## src/rtl/instr_fetch_if.sv

```systemverilog
// Fetch-unit bus bundle: instruction memory handshake, decode output and control feedback.
// imem_req/imem_ready: a word moves in every cycle where both are high; req holds addr stable until then.
interface instr_fetch_if;
  logic        imem_req;
  logic [31:0] imem_addr;
  logic        imem_ready;
  logic [31:0] imem_rdata;
  logic [31:0] instruct;
  logic        instr_valid;
  logic        stall;
  logic        branch;
  logic        zero;
  logic        pcOp;
  logic [31:0] ret_addr;
  logic [31:0] pc_plus4;
  logic        fetch_err;

  modport master (
    output imem_req, imem_addr, instruct, instr_valid, pc_plus4, fetch_err,
    input  imem_ready, imem_rdata, stall, branch, zero, pcOp, ret_addr
  );

  modport slave (
    input  imem_req, imem_addr, instruct, instr_valid, pc_plus4, fetch_err,
    output imem_ready, imem_rdata, stall, branch, zero, pcOp, ret_addr
  );
endinterface

```

## src/rtl/instr_fetch_unit.sv

```systemverilog
// PC owner and instruction fetch FSM (FETCH -> DECODE -> EXEC), with branch/ret redirects.
// Optional macro FETCH_TIMEOUT_EN adds a fetch wait timeout, sticky fetch_err and HALT state.
module instr_fetch_unit #(
  parameter logic [31:0] RESET_PC    = 32'h0000_0000,
  parameter int          DECODE_LAT  = 1,
  parameter int          TIMEOUT_CYC = 255
) (
  input  logic          clk,
  input  logic          rst,
  instr_fetch_if.master bus,
  output logic [1:0]    o_state
);

  typedef enum logic [1:0] {
    S_FETCH  = 2'd0,
    S_DECODE = 2'd1,
    S_EXEC   = 2'd2,
    S_HALT   = 2'd3
  } state_t;

  localparam logic [7:0] LAT_C = 8'(DECODE_LAT);

  state_t      r_state;
  state_t      w_next;
  logic        r_hold;
  logic [31:0] r_pc;
  logic [31:0] r_instruct;
  logic        r_instr_valid;
  logic [7:0]  r_dec_cnt;
  logic        w_req;
  logic        w_accept;
  logic        w_leave_exec;
  logic        w_timeout;
  logic [31:0] w_offset;
  logic [31:0] w_next_pc;
  logic        w_unused_bits;

`ifdef FETCH_TIMEOUT_EN
  localparam logic [7:0] TMO_LAST = 8'(TIMEOUT_CYC - 1);
  logic [7:0] r_wait_cnt;
  logic       r_fetch_err;
`endif

  // r_hold keeps imem_req low in the cycle right after rst is sampled high.
  always_ff @(posedge clk) begin
    r_hold <= rst;
  end

  always_ff @(posedge clk) begin
    if (rst) r_state <= S_FETCH;
    else     r_state <= w_next;
  end

  always_comb begin
    w_next       = r_state;
    w_req        = 1'b0;
    w_accept     = 1'b0;
    w_leave_exec = 1'b0;
    w_timeout    = 1'b0;
    case (r_state)
      S_FETCH: begin
        w_req = !r_hold;
        if (w_req && bus.imem_ready) begin
          w_accept = 1'b1;
          w_next   = S_DECODE;
        end
`ifdef FETCH_TIMEOUT_EN
        else if (w_req && (r_wait_cnt == TMO_LAST)) begin
          w_timeout = 1'b1;
          w_next    = S_HALT;
        end
`endif
      end
      S_DECODE: begin
        if (r_dec_cnt == LAT_C) w_next = S_EXEC;
      end
      S_EXEC: begin
        if (!bus.stall) begin
          w_leave_exec = 1'b1;
          w_next       = S_FETCH;
        end
      end
      S_HALT:  w_next = S_HALT;
      default: w_next = S_FETCH;
    endcase
  end

  assign w_offset = {{14{r_instruct[15]}}, r_instruct[15:0], 2'b00};

  always_comb begin
    w_next_pc = r_pc + 32'd4;
    if (bus.pcOp)                    w_next_pc = {bus.ret_addr[31:2], 2'b00};
    else if (bus.branch && bus.zero) w_next_pc = r_pc + 32'd4 + w_offset;
  end

  always_ff @(posedge clk) begin
    if (rst) begin
      r_pc          <= RESET_PC;
      r_instruct    <= 32'd0;
      r_instr_valid <= 1'b0;
      r_dec_cnt     <= 8'd0;
    end else begin
      if (w_accept) begin
        r_instruct    <= bus.imem_rdata;
        r_instr_valid <= 1'b1;
        r_dec_cnt     <= 8'd0;
      end
      if ((r_state == S_DECODE) && (r_dec_cnt != LAT_C)) r_dec_cnt <= r_dec_cnt + 8'd1;
      if (w_leave_exec) begin
        r_pc          <= w_next_pc;
        r_instr_valid <= 1'b0;
      end
      if (w_timeout) r_instr_valid <= 1'b0;
    end
  end

`ifdef FETCH_TIMEOUT_EN
  always_ff @(posedge clk) begin
    if (rst) begin
      r_wait_cnt  <= 8'd0;
      r_fetch_err <= 1'b0;
    end else begin
      if (w_accept || w_leave_exec)        r_wait_cnt <= 8'd0;
      else if (w_req && !bus.imem_ready)   r_wait_cnt <= r_wait_cnt + 8'd1;
      if (w_timeout) r_fetch_err <= 1'b1;
    end
  end
  assign bus.fetch_err = r_fetch_err;
`else
  assign bus.fetch_err = 1'b0;
`endif

  assign bus.imem_req    = w_req;
  assign bus.imem_addr   = r_pc;
  assign bus.instruct    = r_instruct;
  assign bus.instr_valid = r_instr_valid;
  assign bus.pc_plus4    = r_pc + 32'd4;
  assign o_state         = r_state;
  assign w_unused_bits   = &{1'b0, bus.ret_addr[1:0]};

endmodule

```

## src/flat_wrapper.sv

```systemverilog
// flat-port wrapper written by rule: the top's interface ports become plain ports
module instr_fetch_unit_flat 
#(
  parameter logic [31:0] RESET_PC    = 32'h0000_0000,
  parameter int          DECODE_LAT  = 1,
  parameter int          TIMEOUT_CYC = 255
)
  (clk, rst, o_state, bus_imem_req, bus_imem_addr, bus_instruct, bus_instr_valid, bus_pc_plus4, bus_fetch_err, bus_imem_ready, bus_imem_rdata, bus_stall, bus_branch, bus_zero, bus_pcOp, bus_ret_addr);
  instr_fetch_if bus_i ();
  input  logic clk;
  input  logic rst;
  output logic [1:0] o_state;
  output wire logic [$bits(bus_i.imem_req)-1:0] bus_imem_req;
  output wire logic [$bits(bus_i.imem_addr)-1:0] bus_imem_addr;
  output wire logic [$bits(bus_i.instruct)-1:0] bus_instruct;
  output wire logic [$bits(bus_i.instr_valid)-1:0] bus_instr_valid;
  output wire logic [$bits(bus_i.pc_plus4)-1:0] bus_pc_plus4;
  output wire logic [$bits(bus_i.fetch_err)-1:0] bus_fetch_err;
  input wire logic [$bits(bus_i.imem_ready)-1:0] bus_imem_ready;
  input wire logic [$bits(bus_i.imem_rdata)-1:0] bus_imem_rdata;
  input wire logic [$bits(bus_i.stall)-1:0] bus_stall;
  input wire logic [$bits(bus_i.branch)-1:0] bus_branch;
  input wire logic [$bits(bus_i.zero)-1:0] bus_zero;
  input wire logic [$bits(bus_i.pcOp)-1:0] bus_pcOp;
  input wire logic [$bits(bus_i.ret_addr)-1:0] bus_ret_addr;
  assign bus_imem_req = bus_i.imem_req;
  assign bus_imem_addr = bus_i.imem_addr;
  assign bus_instruct = bus_i.instruct;
  assign bus_instr_valid = bus_i.instr_valid;
  assign bus_pc_plus4 = bus_i.pc_plus4;
  assign bus_fetch_err = bus_i.fetch_err;
  assign bus_i.imem_ready = bus_imem_ready;
  assign bus_i.imem_rdata = bus_imem_rdata;
  assign bus_i.stall = bus_stall;
  assign bus_i.branch = bus_branch;
  assign bus_i.zero = bus_zero;
  assign bus_i.pcOp = bus_pcOp;
  assign bus_i.ret_addr = bus_ret_addr;
  instr_fetch_unit #(.RESET_PC(RESET_PC), .DECODE_LAT(DECODE_LAT), .TIMEOUT_CYC(TIMEOUT_CYC)) u_core (.clk(clk), .rst(rst), .bus(bus_i), .o_state(o_state));
endmodule
```

## config.mk

```make
export PLATFORM = sky130hd
export DESIGN_NAME = instr_fetch_unit_flat
export DESIGN_NICKNAME = d
export VERILOG_FILES = /design/src/rtl/instr_fetch_if.sv /design/src/rtl/instr_fetch_unit.sv /design/src/flat_wrapper.sv
export SDC_FILE = /design/constraint.sdc
export NUM_CORES = 1
export LEC_CHECK = 0
export ABC_AREA = 1
export CAP_MARGIN = 20
export CELL_PAD_IN_SITES_DETAIL_PLACEMENT = 1
export CELL_PAD_IN_SITES_GLOBAL_PLACEMENT = 1
export CORE_MARGIN = 8
export CORE_UTILIZATION = 33
export DETAILED_ROUTE_END_ITERATION = 12
export HOLD_SLACK_MARGIN = 0.12
export PLACE_DENSITY_LB_ADDON = 0.1
export SYNTH_ARGS = -nofsm -noshare
export SYNTH_HDL_FRONTEND = slang
export SYNTH_SLANG_ARGS = --single-unit
export TNS_END_PERCENT = 20
```

## constraint.sdc

```tcl
create_clock -name clk -period 2.8 [get_ports clk]
set_input_delay 0.28 -clock clk [delete_from_list [all_inputs] [get_ports clk]]
set_output_delay 0.28 -clock clk [all_outputs]
set_load 0.02 [all_outputs]
```

-- Word level (Yosys, flattened, before mapping)
Index checks and enable logic that the tools add are counted.
- register bits after elaboration: 76
- input port bits: 71
- output and inout bits: 101
- word-level logic and storage cells: 38
- add/sub/neg operators: 3
- eq/ne operators: 8
- muxes and demuxes: 13
- reduce and logical (&&, ||, !) cells: 8
- operators with widths (cell ; number):
    $mux 32 ; 2
    $add 32x3->32 const B ; 1
    $add 32x32->32 ; 1
    $mux 8 ; 2
    $add 8x1->8 const B ; 1
    $eq 8x1->1 const B ; 1
    $ne 8x1->1 const B ; 1
    $pmux 2 s4 ; 1
    $mux 2 ; 3
    $mux 1 ; 5
    $eq 2x2->1 const B ; 2
    $ne 2x1->1 const B ; 2
    $logic_and 1x1->1 ; 3
    $reduce_and 3->1 ; 1
    $eq 2x1->1 const B ; 1
    $logic_not 2->1 ; 1
    $ne 2x2->1 const B ; 1
    $reduce_bool 2->1 ; 1
    $reduce_or 2->1 ; 1
    $logic_not 1->1 ; 1

-- Depth between registers and ports, before layout
- word-level depth: 6
- gate-level depth with buffers: 23
- depth with buffers taken out: 23

-- Worst setup path before layout
Ideal clock, no wire load.
- kind: reg2reg
- start point: register u_core.r_pc[3] (netlist: u_core.bus.imem_addr[3])
- end point: register u_core.r_pc[13] (netlist: u_core.bus.imem_addr[13])
- library setup time: 0.119 ns
- arrival: 2.954 ns
- required time: 2.681 ns
- setup slack: -0.274 ns
- stages on the path, launching flop included: 16
- buffers on the path: 0
- period minus slack after synthesis: 3.074 ns
- cell sequence: dfxtp_1 > ha_1 > nand2_1 > nor2_4 > nand2_2 > xnor2_1 > ha_1 > a21oi_1 > inv_1 > a21oi_1 > nand3_1 > or2_2 > nand3_1 > nand3_1 > inv_1 > o21ai_1
- longest elaborated chain between the ends: 4
- ends and longest elaborated chain (what ; line ; source):
    from (decl) ; instr_fetch_unit.sv:26 ; logic [31:0] r_pc;
    from (signal assigned) ; instr_fetch_unit.sv:110 ; r_pc <= w_next_pc;
    $add 32x3->32 ; - ;
    via bus_pc_plus4[10] ; flat_wrapper.sv:17 ; output wire logic [$bits(bus_i.pc_plus4)-1:0] bus_pc_plus4;
    $add 32x32->32 ; instr_fetch_unit.sv:93 ; else if (bus.branch && bus.zero) w_next_pc = r_pc + 32'd4 + w_offset;
    $mux 32 ; instr_fetch_unit.sv:93 ;
    $mux 32 ; instr_fetch_unit.sv:92 ; if (bus.pcOp) w_next_pc = {bus.ret_addr[31:2], 2'b00};
The timed path passes the listed nets, and every way through them passes these cells.
A chain may end at the register's enable or synchronous reset.

-- Worst setup path after layout
- start point: register u_core.r_pc[4] (netlist: u_core.bus.imem_addr[4])
- end point: register u_core.r_pc[30] (netlist: u_core.bus.imem_addr[30])
- longest elaborated chain between the ends: 4
- ends and longest elaborated chain (what ; line):
    $add 32x3->32 (*) ; instr_fetch_unit.sv:91, instr_fetch_unit.sv:93
    $add 32x32->32 ; instr_fetch_unit.sv:93
    $mux 32 (*) ; instr_fetch_unit.sv:93
    $mux 32 (*) ; instr_fetch_unit.sv:92
Mark *: on every way between the ends. The rest lies on a longest branch, timed or not.

==> impl_results.md <==
- Outcome: finished with violations
- Failing checks: setup timing
- Placed insts: 1,561
- Max-Cap Viols: 0
- Post-synth EDFFs: 0
- Layout Nets: around 1,500
- Worst reg2reg startpoint: u_core.bus.imem_addr[4]$_SDFFE_PP0P_
- Final worst slack: -0.2241 ns
- FF+latch count, synth: 74
- Synthesized instance count: 1,053
- Post-Synth Simple-Gate Area: 41.55%
- Initial antenna violation count: 0
- Core ar.: 0.01877 mm^2
- Worst path cell trace: nand2_2, nor2_2, nand2_2, nor2_8, nand3_4, clkinv_1, a21oi_1, nor2_2, buf_4, ha_4, buf_4, nand3_4, inv_1, nand2_1, nand2_1, a21oi_4, nand3_1, nand3_1, nand2_1, nand2_1, nand2_1
- Num CTS Buffers: 9
- Global-route wire length before repair: 45.14 mm
- Die height: 154.4 um
- CTS clock-pin slew for the worst setup and hold paths: 0.06 ns
- Root Buffer Master: clkbuf_16
- Setup_tns: -1.603 ns
- Final HPWL DP: approximately 23 mm
- Unrepaired setup endpoints after global routing: true
- Startpoint Class: register
- Placer Congestion: 0.8826
- Post-synthesis compound-gate area fraction: 12.79%
- WHS: 0.4656 ns
- Final setup vio count: 15
- Htree depth: 3
- Crit share post-route: 108.0%
- P_leak: around 5 nW
- Number of port buffers: 164
- CTS sink cnt: 74
- DRT iter0 DRCs: 334
- Vias post-DR: 8,131
- HP Class: reg2reg
- FP Rows: 50
- Setup crit end kind: register
- Min Tclk post-route: 3.024 ns
- Vias in the first global route: 8,497
- DRC: 0
- F_max: 330.7 MHz
- Slowest-stage cell, CP: dfxtp_4
- Max-slew violations: 0
- Final wirelength: 31.26 mm
- CP Data Required Time: 3.04 ns
- Crit Path Class: reg2reg
- Die area: 0.02383 mm^2
- Prevailing post-synth register cell: dfxtp_1
- Worst r2r path cells: 21
- Post-route ant nets: 0
- Area leader, netlist: dfxtp_1
- Worst R2R Setup Slack: -0.22 ns
- Tightest Pin Transition: 0.6812 ns
- PD cells: 440.9 mW/mm^2
- Post-Syn Area per Cell: 5.999 um^2
- Crit path to: u_core.bus.imem_addr[30]$_SDFFE_PP0P_
- Synth Area in XOR/XNOR: 3.823%
- Share of cells above drive strength 1: 28.47%
- Reg2reg end: u_core.bus.imem_addr[30]$_SDFFE_PP0P_
- Final Hold Vio Count: 0
- Ports: 172
- Area Growth Syn to Fin: 70.29%
- Crit Path Max Fanout: 5
- Worst vdd ir: 0.3277 mV
- Clock Skew: around 0.0072 ns
- Width of the die: 154.4 um
- Pre-CTS setup slack: -0.3462 ns
- WP data arrival: 3.26 ns
- Congestion Overflow GR: 0
- CP peak stage delay: about 0.39 ns
- CP Depth: 21
- DRT Pass-1 Iters: 5
- Hold-fix buffers, CTS: 0
- ANT cells: 0
- Synth Warn #: 0
- Worst path bufs/invs: 4
- Largest family of logic cells by synthesized area: simple AND/OR/NAND/NOR gates
- Synth top area cells: dfxtp_1 23%, nand2_1 21%, ha_1 8.5%
- CP Launch Point: u_core.bus.imem_addr[4]$_SDFFE_PP0P_
- Tot GR Track Use: between 20% and 30%
- Netlist Area Pre-Place: 0.006317 mm^2
- Fin cells: 1,597
- Synth Area in Adders: 8.833%
- Async S/R FF share, synth: 0%
- Synth top area share: 23.45%
- Post-synthesis sequential area ratio: between 20% and 30%
- Avg WL per Cell: 19.58 um
- Slew headroom: 54.54%
- CP most frequent cell: nand2_1
- Drt via density: just over 5
- Yosys cell types: 44
- CTS tree: done
- Worst path top cell family by delay: simple AND/OR/NAND/NOR gates
- Largest net degree at the start of global routing: 37
- Worst-skew pair later-pin latency: 0.35 ns
- Max Root-Sink Buffers: 2
- Post-synthesis mux area share: 0%
- Initial core utilization: about a third
==> power breakdown <==
group	switching, mW	internal [mW]	total (mW)
registers	0.121	1.17	1.29
logic	1.20	0.972	2.17
clock network	0.486	0.798	1.28
==> Yosys cell counts, drive strengths merged (8+ instances only) <==
cell / n
nand4: 9
or2: 8
o21ai: 44
nand2: 370
nand3: 74
a21oi: 84
buf: 8
nor2: 119
ha: 43
dfxtp: 74
clkbuf: 23
xor2: 17
inv: 121
xnor2: 8
nor3: 11
==> what timing repair did <==
item / CTS / global route
pin swaps: 20 / 47
resized for setup: 79 / 140
setup buffers: 7 / 14
endpoints found under the hold margin: 0 / 0
setup endpoints to repair: 34 / 32
==> worst min path at each step <==
| stage | from | to | slack [ns] | depth (start not counted) |
|---|---|---|---|---|
| final | u_core.bus.instruct[16]$_SDFFE_PP0P_ | u_core.bus.instruct[16]$_SDFFE_PP0P_ | 0.47 | 2 |
| after global routing | u_core.bus.instruct[27]$_SDFFE_PP0P_ | u_core.bus.instruct[27]$_SDFFE_PP0P_ | 0.49 | 2 |
| after CTS | u_core.bus.instruct[16]$_SDFFE_PP0P_ | u_core.bus.instruct[16]$_SDFFE_PP0P_ | 0.47 | 2 |
| after detailed placement | u_core.bus.instruct[16]$_SDFFE_PP0P_ | u_core.bus.instruct[16]$_SDFFE_PP0P_ | 0.46 | 2 |
| after global placement | u_core.bus.instr_valid$_SDFFE_PP0P_ | u_core.bus.instr_valid$_SDFFE_PP0P_ | 0.45 | 1 |
| after floorplan | rst | u_core.r_hold$_DFF_P_ | 0.31 | 0 |
==> placed cells by master, fill, tap and decap left out, types with 4 or more instances in the layout <==
cell type          n
a21oi_1           63
a21oi_2           17
a21oi_4            4
buf_4            156
buf_6              5
clkbuf_16          9
clkdlybuf4s50_1  150
conb_1             5
dfxtp_1           62
dfxtp_2            8
dfxtp_4            4
dlymetal6s2s_1     6
ha_1              19
ha_4              24
inv_1            109
inv_2             12
nand2_1          326
nand2_2           35
nand2_4            8
nand3_1           57
nand3_2           12
nand3_4            5
nand3b_1           7
nand4_1            9
nor2_1            85
nor2_2            18
nor2_4            15
nor3_2             5
nor3_4             4
o211ai_1           4
o21ai_0           36
o21ai_1            4
o21ai_2            4
o21bai_1           5
o22ai_1            4
or2_2              8
xnor2_4            4
xor2_2             8
xor2_4             6
==> per-layer routing <==
| layer | vias to the layer above | share of wire [%] | GRT usage [%] |
|---|---|---|---|
| met2 | 217 | 51 | 42.71 |
| met1 | 3916 | 42 | 28.65 |
| met5 | - | 0 | 0 |
| met4 | 0 | 2.5 | 8.586 |
| li1 | 3943 | - | - |
| met3 | 55 | 4.9 | 3.734 |
==> cells by family after synthesis <==
kind of cell               count (synthesis)
AOI/OAI and AO/OA                        151
and+or+nand+nor                          604
xor gates and xnor gates                  25
adders and majority gates                 44
buffers and inverters                    154
other                                      1
DFF                                       74
==> stage by stage <==
| stage | instance area, um^2 | utilization (%) | power [mW] |
|---|---|---|---|
| 6_report | 10760 | 57.32 | 4.743 |
| 5_1_grt | 10760 | 57.32 | 4.971 |
| 4_1_cts | 9997 | 53.27 | 4.557 |
| 3_5_place_dp | 9289 | 49.49 | 3.181 |
| 3_3_place_gp | 9289 | 49.49 | 3.141 |
| 2_1_floorplan | 6436 | - | 2.224 |
==> cell type report <==
type,count,area [um^2]
flip-flops and latches,74,1506
repair buffers,322,2870
multi-input cells,829,5309
fillers,2421,8010
well taps,234,292.8
inverters,123,461.7
clock inverters,5,78.83
clock buffers,10,239.0
==> tightest hold or removal path, cell delays in order (launching register included) <==
cell	delay, ns
dfxtp_1	0.31
nand2_1	0.06
a21oi_1	0.05
==> state kept, by name (all words and copies together), names as in the netlist <==
signal / count
u_core.bus.instruct: 32
u_core.bus.imem_addr: 30
u_core.r_dec_cnt: 8
u_core.o_state: 2
u_core.bus.instr_valid: 1
u_core.r_hold: 1
Power figures use the tool's default switching activity.
